### src/rtl/gray_ptr_sync_decode_if.sv
// Bundle for a Gray pointer crossing in from a foreign clock domain and its decoded view.
// The source side drives gray_in/resync/error_clear; the receiver returns the decoded outputs.
interface gray_ptr_sync_decode_if #(
  parameter int WIDTH = 4
);
  logic [WIDTH-1:0] gray_in;
  logic             resync;
  logic             error_clear;
  logic [WIDTH-1:0] gray_out;
  logic [WIDTH-1:0] binary_out;
  logic [WIDTH-1:0] delta;
  logic             changed;
  logic             multi_bit_error;

  modport master (
    output gray_in, resync, error_clear,
    input  gray_out, binary_out, delta, changed, multi_bit_error
  );

  modport slave (
    input  gray_in, resync, error_clear,
    output gray_out, binary_out, delta, changed, multi_bit_error
  );
endinterface

### src/rtl/gray_ptr_sync_decode.sv
// Synchronises a foreign-domain Gray pointer, decodes it to binary, and reports advance/change/error.
// Latency SYNC_STAGES+1 edges from gray_in to outputs; no backpressure, outputs valid every cycle.
module gray_ptr_sync_decode #(
  parameter int WIDTH       = 4,
  parameter int SYNC_STAGES = 2
) (
  input  logic                   clock,
  input  logic                   reset_n,
  gray_ptr_sync_decode_if.slave  bus
);

  localparam logic [WIDTH-1:0] ONE = {{(WIDTH-1){1'b0}}, 1'b1};

  logic [SYNC_STAGES-1:0][WIDTH-1:0] sync_q, sync_d;
  logic [WIDTH-1:0] gray_out_q, gray_out_d;
  logic [WIDTH-1:0] binary_out_q, binary_out_d;
  logic [WIDTH-1:0] delta_q, delta_d;
  logic             changed_q, changed_d;
  logic             err_q, err_d;

  logic [WIDTH-1:0] gray_sync;
  logic [WIDTH-1:0] bin_sync;
  logic [WIDTH-1:0] gray_diff;
  logic             multi_bit;

  always_comb begin
    sync_d    = sync_q;
    sync_d[0] = bus.gray_in;
    for (int i = 1; i < SYNC_STAGES; i++) begin
      sync_d[i] = sync_q[i-1];
    end
  end

  assign gray_sync = sync_q[SYNC_STAGES-1];

  always_comb begin
    bin_sync            = '0;
    bin_sync[WIDTH-1]   = gray_sync[WIDTH-1];
    for (int i = WIDTH - 2; i >= 0; i--) begin
      bin_sync[i] = bin_sync[i+1] ^ gray_sync[i];
    end
  end

  // More than one bit set in the difference <=> clearing the lowest set bit leaves something.
  assign gray_diff = gray_sync ^ gray_out_q;
  assign multi_bit = |(gray_diff & (gray_diff - ONE));

  always_comb begin
    gray_out_d   = gray_sync;
    binary_out_d = bin_sync;
    changed_d    = (gray_sync != gray_out_q);
    delta_d      = bus.resync ? '0 : (bin_sync - binary_out_q);
    err_d        = err_q;
    if (multi_bit && !bus.resync) begin
      err_d = 1'b1;
    end else if (bus.error_clear) begin
      err_d = 1'b0;
    end
  end

  always_ff @(posedge clock or negedge reset_n) begin
    if (!reset_n) begin
      sync_q       <= '0;
      gray_out_q   <= '0;
      binary_out_q <= '0;
      delta_q      <= '0;
      changed_q    <= 1'b0;
      err_q        <= 1'b0;
    end else begin
      sync_q       <= sync_d;
      gray_out_q   <= gray_out_d;
      binary_out_q <= binary_out_d;
      delta_q      <= delta_d;
      changed_q    <= changed_d;
      err_q        <= err_d;
    end
  end

  assign bus.gray_out        = gray_out_q;
  assign bus.binary_out      = binary_out_q;
  assign bus.delta           = delta_q;
  assign bus.changed         = changed_q;
  assign bus.multi_bit_error = err_q;

endmodule

### src/flat_wrapper.sv
// flat-port wrapper written by rule: the top's interface ports become plain ports
module gray_ptr_sync_decode_flat 
#(
  parameter int WIDTH       = 4,
  parameter int SYNC_STAGES = 2
)
  (clock, reset_n, bus_gray_in, bus_resync, bus_error_clear, bus_gray_out, bus_binary_out, bus_delta, bus_changed, bus_multi_bit_error);
  gray_ptr_sync_decode_if #(.WIDTH(WIDTH)) bus_i ();
  input  logic clock;
  input  logic reset_n;
  input wire logic [$bits(bus_i.gray_in)-1:0] bus_gray_in;
  input wire logic [$bits(bus_i.resync)-1:0] bus_resync;
  input wire logic [$bits(bus_i.error_clear)-1:0] bus_error_clear;
  output wire logic [$bits(bus_i.gray_out)-1:0] bus_gray_out;
  output wire logic [$bits(bus_i.binary_out)-1:0] bus_binary_out;
  output wire logic [$bits(bus_i.delta)-1:0] bus_delta;
  output wire logic [$bits(bus_i.changed)-1:0] bus_changed;
  output wire logic [$bits(bus_i.multi_bit_error)-1:0] bus_multi_bit_error;
  assign bus_i.gray_in = bus_gray_in;
  assign bus_i.resync = bus_resync;
  assign bus_i.error_clear = bus_error_clear;
  assign bus_gray_out = bus_i.gray_out;
  assign bus_binary_out = bus_i.binary_out;
  assign bus_delta = bus_i.delta;
  assign bus_changed = bus_i.changed;
  assign bus_multi_bit_error = bus_i.multi_bit_error;
  gray_ptr_sync_decode #(.WIDTH(WIDTH), .SYNC_STAGES(SYNC_STAGES)) u_core (.clock(clock), .reset_n(reset_n), .bus(bus_i));
endmodule
### config.mk
export PLATFORM = sky130hd
export DESIGN_NAME = gray_ptr_sync_decode_flat
export DESIGN_NICKNAME = d
export VERILOG_FILES = /design/src/rtl/gray_ptr_sync_decode_if.sv /design/src/rtl/gray_ptr_sync_decode.sv /design/src/flat_wrapper.sv
export SDC_FILE = /design/constraint.sdc
export NUM_CORES = 1
export LEC_CHECK = 0
export CAP_MARGIN = 20
export CORE_UTILIZATION = 44
export DETAILED_ROUTE_END_ITERATION = 7
export PLACE_DENSITY = 0.75
export SYNTH_ARGS = -nofsm -noshare
export SYNTH_HDL_FRONTEND = slang
export SYNTH_SLANG_ARGS = --single-unit
### constraint.sdc
create_clock -name clock -period 1.99 [get_ports clock]
set_input_delay 0.199 -clock clock [delete_from_list [all_inputs] [get_ports clock]]
set_output_delay 0.199 -clock clock [all_outputs]
set_load 0.02 [all_outputs]
# [Word level (Yosys, flattened, before mapping)]
# Cells that the tools add are included.
[classes] n_addsub=2 eq_ne=1 muxes=3 bitwise_logic=5 n_reduce_logical=4
[ops] operator="4-bit bitwise AND" count=1
[ops] operator="4-bit two-way mux" count=1
[ops] operator="4-bit inequality test" count=1
[ops] operator="4-bit OR reduction" count=1
[ops] operator="4-bit by 1-bit subtractor with 4-bit output, second input constant" count=1
[ops] operator="4-bit subtractor" count=1
[ops] operator="4-bit bitwise XOR" count=1
[ops] operator="1-bit bitwise XOR" count=3
[ops] operator="1-bit two-way mux" count=2
[ops] operator="2-bit nonzero test" count=1
[ops] operator="1-bit logical AND" count=1
[ops] operator="1-bit logical NOT" count=1
[totals] ff_bits=22 in_bits=8 out_inout_bits=14 word_cells=22

# [Logic depth before layout (Yosys ltp)]
[logic_depth] ltp_word=6 ltp_mapped=8 depth_no_buf=8

# [Worst setup path before layout]
# No wires, ideal clock.
[synth_timing] kind="register to register" startpoint="register u_core.sync_q, in the netlist u_core.gray_out_d[2]" endpoint="register u_core.delta_q[2], in the netlist u_core.bus.delta[2]" setup_ns=0.118 t_arrival_ns=1.712 required_ns=1.872 setup_slack_ns=0.160 path_stages_with_launch=8 path_buffers=0 synth_period_minus_slack_ns=1.830 path_cell_list="dfrtp_1 xor2_2 xnor2_2 xor2_1 ha_1 fa_1 xor2_1 nor2_1"
[synth_via] elab_chain_len=5
[synth_lines] element="from (decl)" line="gray_ptr_sync_decode.sv:14" source="logic [SYNC_STAGES-1:0][WIDTH-1:0] sync_q, sync_d;"
[synth_lines] element="from (signal assigned)" line="gray_ptr_sync_decode.sv:70" source="sync_q <= sync_d;"
[synth_lines] element="1-bit bitwise XOR (*)" line="gray_ptr_sync_decode.sv:40" source="bin_sync[i] = bin_sync[i+1] ^ gray_sync[i];"
[synth_lines] element="via u_core.bin_sync[2]" line="gray_ptr_sync_decode.sv:22" source="logic [WIDTH-1:0] bin_sync;"
[synth_lines] element="1-bit bitwise XOR (2 in series)" line="gray_ptr_sync_decode.sv:40"
[synth_lines] element="4-bit subtractor (*)" line="gray_ptr_sync_decode.sv:52" source="delta_d = bus.resync ? '0 : (bin_sync - binary_out_q);"
[synth_lines] element="4-bit two-way mux (*)" line="gray_ptr_sync_decode.sv:52"
[synth_lines] element="via u_core.delta_d[2]" line="gray_ptr_sync_decode.sv:17" source="logic [WIDTH-1:0] delta_q, delta_d;"
[synth_lines] element="to (signal assigned)" line="gray_ptr_sync_decode.sv:73" source="delta_q <= delta_d;"
[synth_lines] element="to (decl)" line="gray_ptr_sync_decode.sv:17"
# Mark *: on every way through the listed nets, which the timed path passes. The rest lies on a longest branch.
# A chain may end at the register's enable or synchronous reset.

# [Worst setup path after layout]
[layout_timing] startpoint="register u_core.sync_q, in the netlist u_core.gray_out_d[3]" endpoint="register u_core.delta_q[3], in the netlist u_core.bus.delta[3]"
# The elaborated chain is that of the path after synthesis.

==> key figures <==
Worst setup path
  • Critical Path Max Stage Delay: 0.44 ns
  • Delay-heaviest family, CP: XOR/XNOR gates
  • Data required, critical path: around 2.2 ns
  • Crit path from: u_core.gray_out_d[3]
  • Reg2reg path depth: 8
  • Setup crit start kind: flip-flop
  • WS Path Type: reg -> reg
  • Worst Path Buf+Inv: 0
  • Worst Setup End Kind: flip-flop
  • Critical path depth: 8
  • Critical-path cell list: xor2_2, xnor2_2, xor2_1, ha_2, nor2b_1, o21ai_1, a21oi_1, nor3b_1
  • Worst r2r src: u_core.gray_out_d[3]
  • Arrival time worst endpoint: 2.14 ns
  • Crit-path slowest cell: dfrtp_1
  • Crit Path Max Fanout: 3

Routing
  • Starting DRC count in detailed routing: 6
  • Vias/cell: 4.79
  • Drt total wl: approximately 1100 um
  • Vias: 465
  • DR DRC count: 3
  • WL/cell: 11.8 um
  • ANT nets after route: 0
  • DRT Pass-1 Iters: 5

Logic synthesis
  • Yosys reg bits: 21
  • Register area share after synthesis: 68.3%
  • Syn Area/Cell: 14.8 sq um
  • Synth unique cells: 17
  • Yosys top cell area share: roughly 70%
  • Post-synth top area cell: dfrtp_1
  • Synth top area cells: dfrtp_1 (68%), xor2_1 (6.8%), ha_1 (4.9%)
  • Top_reg_cell synth: dfrtp_1
  • Synth warnings: 0
  • EDFF count, synth: 0
  • Syn Nets: 64
  • Post-Synthesis Cells: 52
  • Synth Cell Area: 769 sq um
  • Async set or reset register ratio after synthesis: 100%

Timing
  • Crit share post-route: 97.2%
  • Clock skew: 0.00111 ns
  • Fmax: 517 MHz
  • Slew @ Worst Pin: 0.353 ns
  • # setup viols final: 0
  • RSZ-0062 raised after global routing: true
  • Tmin final: 1.93 ns
  • Final hold vios: 0
  • Final Max Tran Viols: 0
  • Slew headroom: 76.4%

Clocking
  • # clock sinks: 21
  • Clock transition at the registers of the reported paths: 0.10 ns
  • # H-tree levels: 1
  • Number of buffers created by CTS: 3
  • Hold-fix buffers, CTS: 0
  • Maximum buffer depth of the clock tree: 2
  • Clk Latency, worst-skew pair: ~0.29 ns
  • CTS Root Buffer Type: clkbuf_4
  • CTS tree: yes

Power
  • Total chip power: roughly 0.95 mW
  • Peak supply drop: 468 uV
  • Power density cells: 895 nW/um^2
  • P_leak: a little under 0.5 nW

Die
  • # IOs: 22
  • DIE WIDTH: around 44 um
  • DIE AREA: 1920 sq um
  • Core Area: 1580 sq um
  • Die span in y: ~44 um
  • Row count: 14
  • Starting density of the core: roughly 50%

Worst hold path
  • HP Class: in -> async

Global route
  • Largest net degree at the start of global routing: 22
  • Initial antenna violation count: 0
  • First-pass GRT wire length: about 1900 um
  • Vias in the first global route: 456
  • Total GRT Usage: between 10% and 20%
  • Total gr overflow: 0

Final layout
  • Area Overhead vs Synth: 37.6%
  • Fill cells: ~110
  • Share of layout cells above drive strength 1: 13.6%
  • Post-layout nets: 94
  • Finished Layout Cells: 97
  • Final instance area: 1060 sq um
  • Final Util: 67.1%
  • ANT cells: 0

Placement
  • Area after DPL: 1000 sq um
  • Placed Cells: 89
  • IO buf count: 21
  • Routability-driven placement congestion ratio: between 0.6 and 0.7
  • DP HPWL: 831 um

Run
  • Max Cap Viol: 0

Status
  • Status: finished, violations left
  • Failing checks: design-rule violations
-- metrics by stage --
step	hold WS [ns]	setup TNS, ns	setup slack [ns]
after floorplan	-0.0966	0	0.160
after global placement	0.333	0	0.0661
after detailed placement	0.336	0	0.00753
after CTS	0.234	0	0.00999
after global routing	0.256	-0.153	-0.0816
final	0.238	0	0.0562
-- cell type report --
cell class / count / area [sq um] / area share [%]
Sequential cell: 21 / 526 / 49.6
Tap cell: 16 / 20.0 / 1.89
Inverter: 6 / 22.5 / 2.13
Multi-Input combinational cell: 24 / 216 / 20.4
Clock buffer: 4 / 26.3 / 2.48
Timing Repair Buffer: 26 / 248 / 23.4
-- state kept, by name, indices dropped and copies added (netlist names) --
register                    flops
u_core.bus.changed              1
u_core.bus.delta                4
u_core.gray_out_d               4
u_core.bus.multi_bit_error      1
u_core.bus.binary_out           4
u_core.bus.gray_out             3
u_core.sync_d                   4
-- synth_stat cells (all sizes together) (2+ instances only) --
| cell type | count |
|---|---|
| xor2 | 7 |
| nor2 | 3 |
| inv | 6 |
| a211oi | 2 |
| ha | 3 |
| dfrtp | 21 |
-- worst reg2reg max path: stages (launching register included) --
cell	delay (ns)
dfrtp_1	0.44
xor2_2	0.22
xnor2_2	0.24
xor2_1	0.24
ha_2	0.22
nor2b_1	0.05
o21ai_1	0.16
a21oi_1	0.09
nor3b_1	0.19
-- kinds of logic (layout without fill, tap and decap cells) --
family | count (synthesis) | after routing | synth area share [%]
fa+ha+maj | 4 | 4 | 7.48
flops | 21 | 21 | 68.3
buf+inv | 7 | 36 | 3.90
compound gates | 5 | 5 | 4.39
xor+xnor | 8 | 8 | 11.1
simple gates | 7 | 7 | 4.88
-- path summary, 6_finish.rpt --
check	to	slack, ns
worst max-delay path	u_core.bus.delta[3]	0.06
worst min-delay path	u_core.bus.delta[1]	0.24
worst max register to register	u_core.bus.delta[3]	0.06
worst min register to register	u_core.gray_out_d[3]	0.36
max in group asynchronous	u_core.sync_d[7]	1.55
min in group clock	u_core.sync_d[4]	0.33
-- cell usage in the layout, fill, tap and decap left out, types with 2 or more instances in the layout --
| cell type | Yosys | layout |
|---|---|---|
| dfrtp_1 | 21 | 21 |
| nor2_1 | 3 | 3 |
| clkbuf_4 | 0 | 3 |
| clkdlybuf4s50_1 | 0 | 21 |
| xor2_1 | 6 | 6 |
| ha_1 | 3 | 2 |
| a211oi_1 | 2 | 2 |
| buf_4 | 1 | 5 |
| inv_1 | 6 | 6 |
-- report_power, final --
part           internal, mW  switching, mW  total [mW]
Clock                0.0780          0.115       0.193
Sequential            0.471         0.0218       0.493
Combinational         0.135          0.127       0.262
Total                 0.683          0.264       0.947
-- metal layers --
metal	track usage, %	vias up	share of wire, %
met5	0	-	0
met4	9.38	0	0.79
met3	3.75	2	5.8
met2	26.0	18	51
met1	15.8	222	42
li1	-	223	-
-- timing repair --
action,in CTS,in global routing
cloned,0,0
endpoints found under the setup margin,2,2
buffers inserted,1,3
hold endpoints to repair,0,0
gates resized for setup,0,2
pin swaps,0,5
(Power assumes the default switching activity.)
==> RTL change (config.mk and constraints unchanged) <==
`WIDTH` is set to 4 in 3 places; all go to 5.
--- a/src/rtl/gray_ptr_sync_decode_if.sv
+++ b/src/rtl/gray_ptr_sync_decode_if.sv
@@ -1,7 +1,7 @@
 // Bundle for a Gray pointer crossing in from a foreign clock domain and its decoded view.
 // The source side drives gray_in/resync/error_clear; the receiver returns the decoded outputs.
 interface gray_ptr_sync_decode_if #(
-  parameter int WIDTH = 4
+  parameter int WIDTH = 5
 );
   logic [WIDTH-1:0] gray_in;
   logic             resync;
--- a/src/rtl/gray_ptr_sync_decode.sv
+++ b/src/rtl/gray_ptr_sync_decode.sv
@@ -1,7 +1,7 @@
 // Synchronises a foreign-domain Gray pointer, decodes it to binary, and reports advance/change/error.
 // Latency SYNC_STAGES+1 edges from gray_in to outputs; no backpressure, outputs valid every cycle.
 module gray_ptr_sync_decode #(
-  parameter int WIDTH       = 4,
+  parameter int WIDTH       = 5,
   parameter int SYNC_STAGES = 2
 ) (
   input  logic                   clock,
--- a/src/flat_wrapper.sv
+++ b/src/flat_wrapper.sv
@@ -1,7 +1,7 @@
 // flat-port wrapper written by rule: the top's interface ports become plain ports
 module gray_ptr_sync_decode_flat 
 #(
-  parameter int WIDTH       = 4,
+  parameter int WIDTH       = 5,
   parameter int SYNC_STAGES = 2
 )
   (clock, reset_n, bus_gray_in, bus_resync, bus_error_clear, bus_gray_out, bus_binary_out, bus_delta, bus_changed, bus_multi_bit_error);
Interface: changed (resized bus_binary_out, bus_delta, bus_gray_in and bus_gray_out); port bits go from 22 to 26. No check against the original RTL was run, so the function may have changed too.
==> RTL change against the original RTL <==
- the run ends with setup timing left
- cell count increased by 46%
- setup slack lost 0.50 ns
- design area up 35%
- critical endpoint is now u_core.bus.delta[4]
- hold slack worse by 0.0058 ns
- sequential cell count increased by 5
- routed wire length is 33% higher
- global-route usage decreased by 0.39 points
- synthesized area increased by 30%
- sequential power rose by 25%
- power increased by 40%
==> RTL change: results (changes against the original RTL) <==
status:
  status: "finished with violations"
  violations: "setup timing"
route:
  wl_met2_um: 781  # +34%
  wirelength_um: 1521  # +33%
  wl_met1_um: 640  # +33%
  routedWlPerCell_um: 10.71  # -9.1%
  vias_per_cell: 4.458  # -7.0%
  wl_met3_um: 62  # -6.1%
  top_layer_used: "met4"
  drt_pass1_iterations: 2  # -3
  dr.first_iter.drc_count: 1  # -5
timing:
  layout_setup_ws_ns: -0.4425  # -0.4987 ns
  finalSetupViolations: 4  # +4
  holdWs_ns: 0.2326  # -0.005830 ns
  fin_skew_ns: 0.002302  # +0.001192 ns
  tightest_slew_ns: 0.3102  # -0.04299 ns
worst_setup_path:
  crit_fanout: 2  # -1
  critPathCapture: "u_core.bus.delta[4]"
  crit_start: "u_core.gray_out_d[4]"
  r2r-end: "u_core.bus.delta[4]"
  r2r_cells: 11  # +3
global_route:
  first_global_vias: 626  # +37%
  grt_pass1_wl_um: 2587  # +33%
  grtUsageMet2_pct: 24.55  # -1.4 points
  grt_max_degree: 27  # +23%
  grt.met3_usage_pct: 2.778  # -0.97 points
  met1_usage_pct: 16.39  # +0.62 points
  grtUsageTotal_pct: 14.46  # -0.39 points
placed_design:
  placed_cell_area_um2: 1344  # +34%
  place.gp.congestion: 0.7861  # +13%
  dp_hpwl_um: 1136  # +37%
  port_buffers: 25  # +19%
power_and_ir_drop:
  pwr-share-comb_pct: 34.3  # +6.7 points
  power_mw: 1.330  # +40%
  p_sw_share_pct: 29.00  # +1.1 points
  vdd_drop_max_mv: 0.6068  # +30%
  cellLeakagePower_nw: 0.6526  # +35%
  seq_power_mw: 0.618  # +25%
min_path:
  hold_class: "in -> async"
clock_network:
  clockRootBuffer: "clkbuf_4"
  clk_pin_slew_worst_paths_ns: 0.13  # +0.03 ns
  post_cts_resized: 2  # +2
  postCtsSetupRepairBufs: 3  # +2
  cts_buffers: 3  # unchanged
  worstSkewPairLatency_ns: 0.31  # +0.02 ns
synth:
  yosysUniqueCellTypes: 22  # +5
  ys_seq_area_share_pct: 65.16  # -3.1 points
  synthesis.nets: 87  # +36%
  synth_xor_area_share_pct: 12.78  # +1.7 points
  synthAdderAreaFrac_pct: 7.018  # -0.46 points
  synthTopCellsByArea: "dfrtp_1, ha_1, xor2_1"
  ys_top_cells_by_count: "dfrtp_1, inv_1, nor2_1"
  synth-compound-area-share_pct: 4.386  # about the same
  ys_warn_count: 0  # unchanged
  syn_avg_cell_area_um2: 13.68  # -7.6%
final_layout:
  layout.nets: 130  # +38%
  fillers: 158  # +41%
  drive_gt1_share_pct: 23.48  # +9.9 points
-- RTL change: cell types whose count changed after synthesis, moves of 2 or more --
cell	unedited run	this run
nand2_1	0	2
o21ai_0	1	3
a211oi_1	2	0
xnor2_1	0	4
dfrtp_1	21	26
nor2_1	3	6
-- RTL change: area by class of cell --
| type | instances | area (um2) | share of cell area [%] |
|---|---|---|---|
| clock buffer | 4 | 36.28 | 2.537 |
| tap | 27 | 33.78 | 2.362 |
| multi-input combinational | 39 | 327.8 | 22.92 |
| timing repair buffer | 39 | 355.3 | 24.85 |
| inverter | 7 | 26.28 | 1.837 |
| sequential | 26 | 650.6 | 45.49 |
-- RTL change: metrics by stage --
step / utilization [%] / TNS, ns / setup WS (ns)
floorplan: - / -0.6727 / -0.3904
global placement: 65.81 / -0.6730 / -0.3748
detailed placement: 65.81 / -0.9958 / -0.4432
CTS: 68.93 / -0.9852 / -0.4393
global route: 70.04 / -1.581 / -0.5695
finish: 70.04 / -1.121 / -0.4425
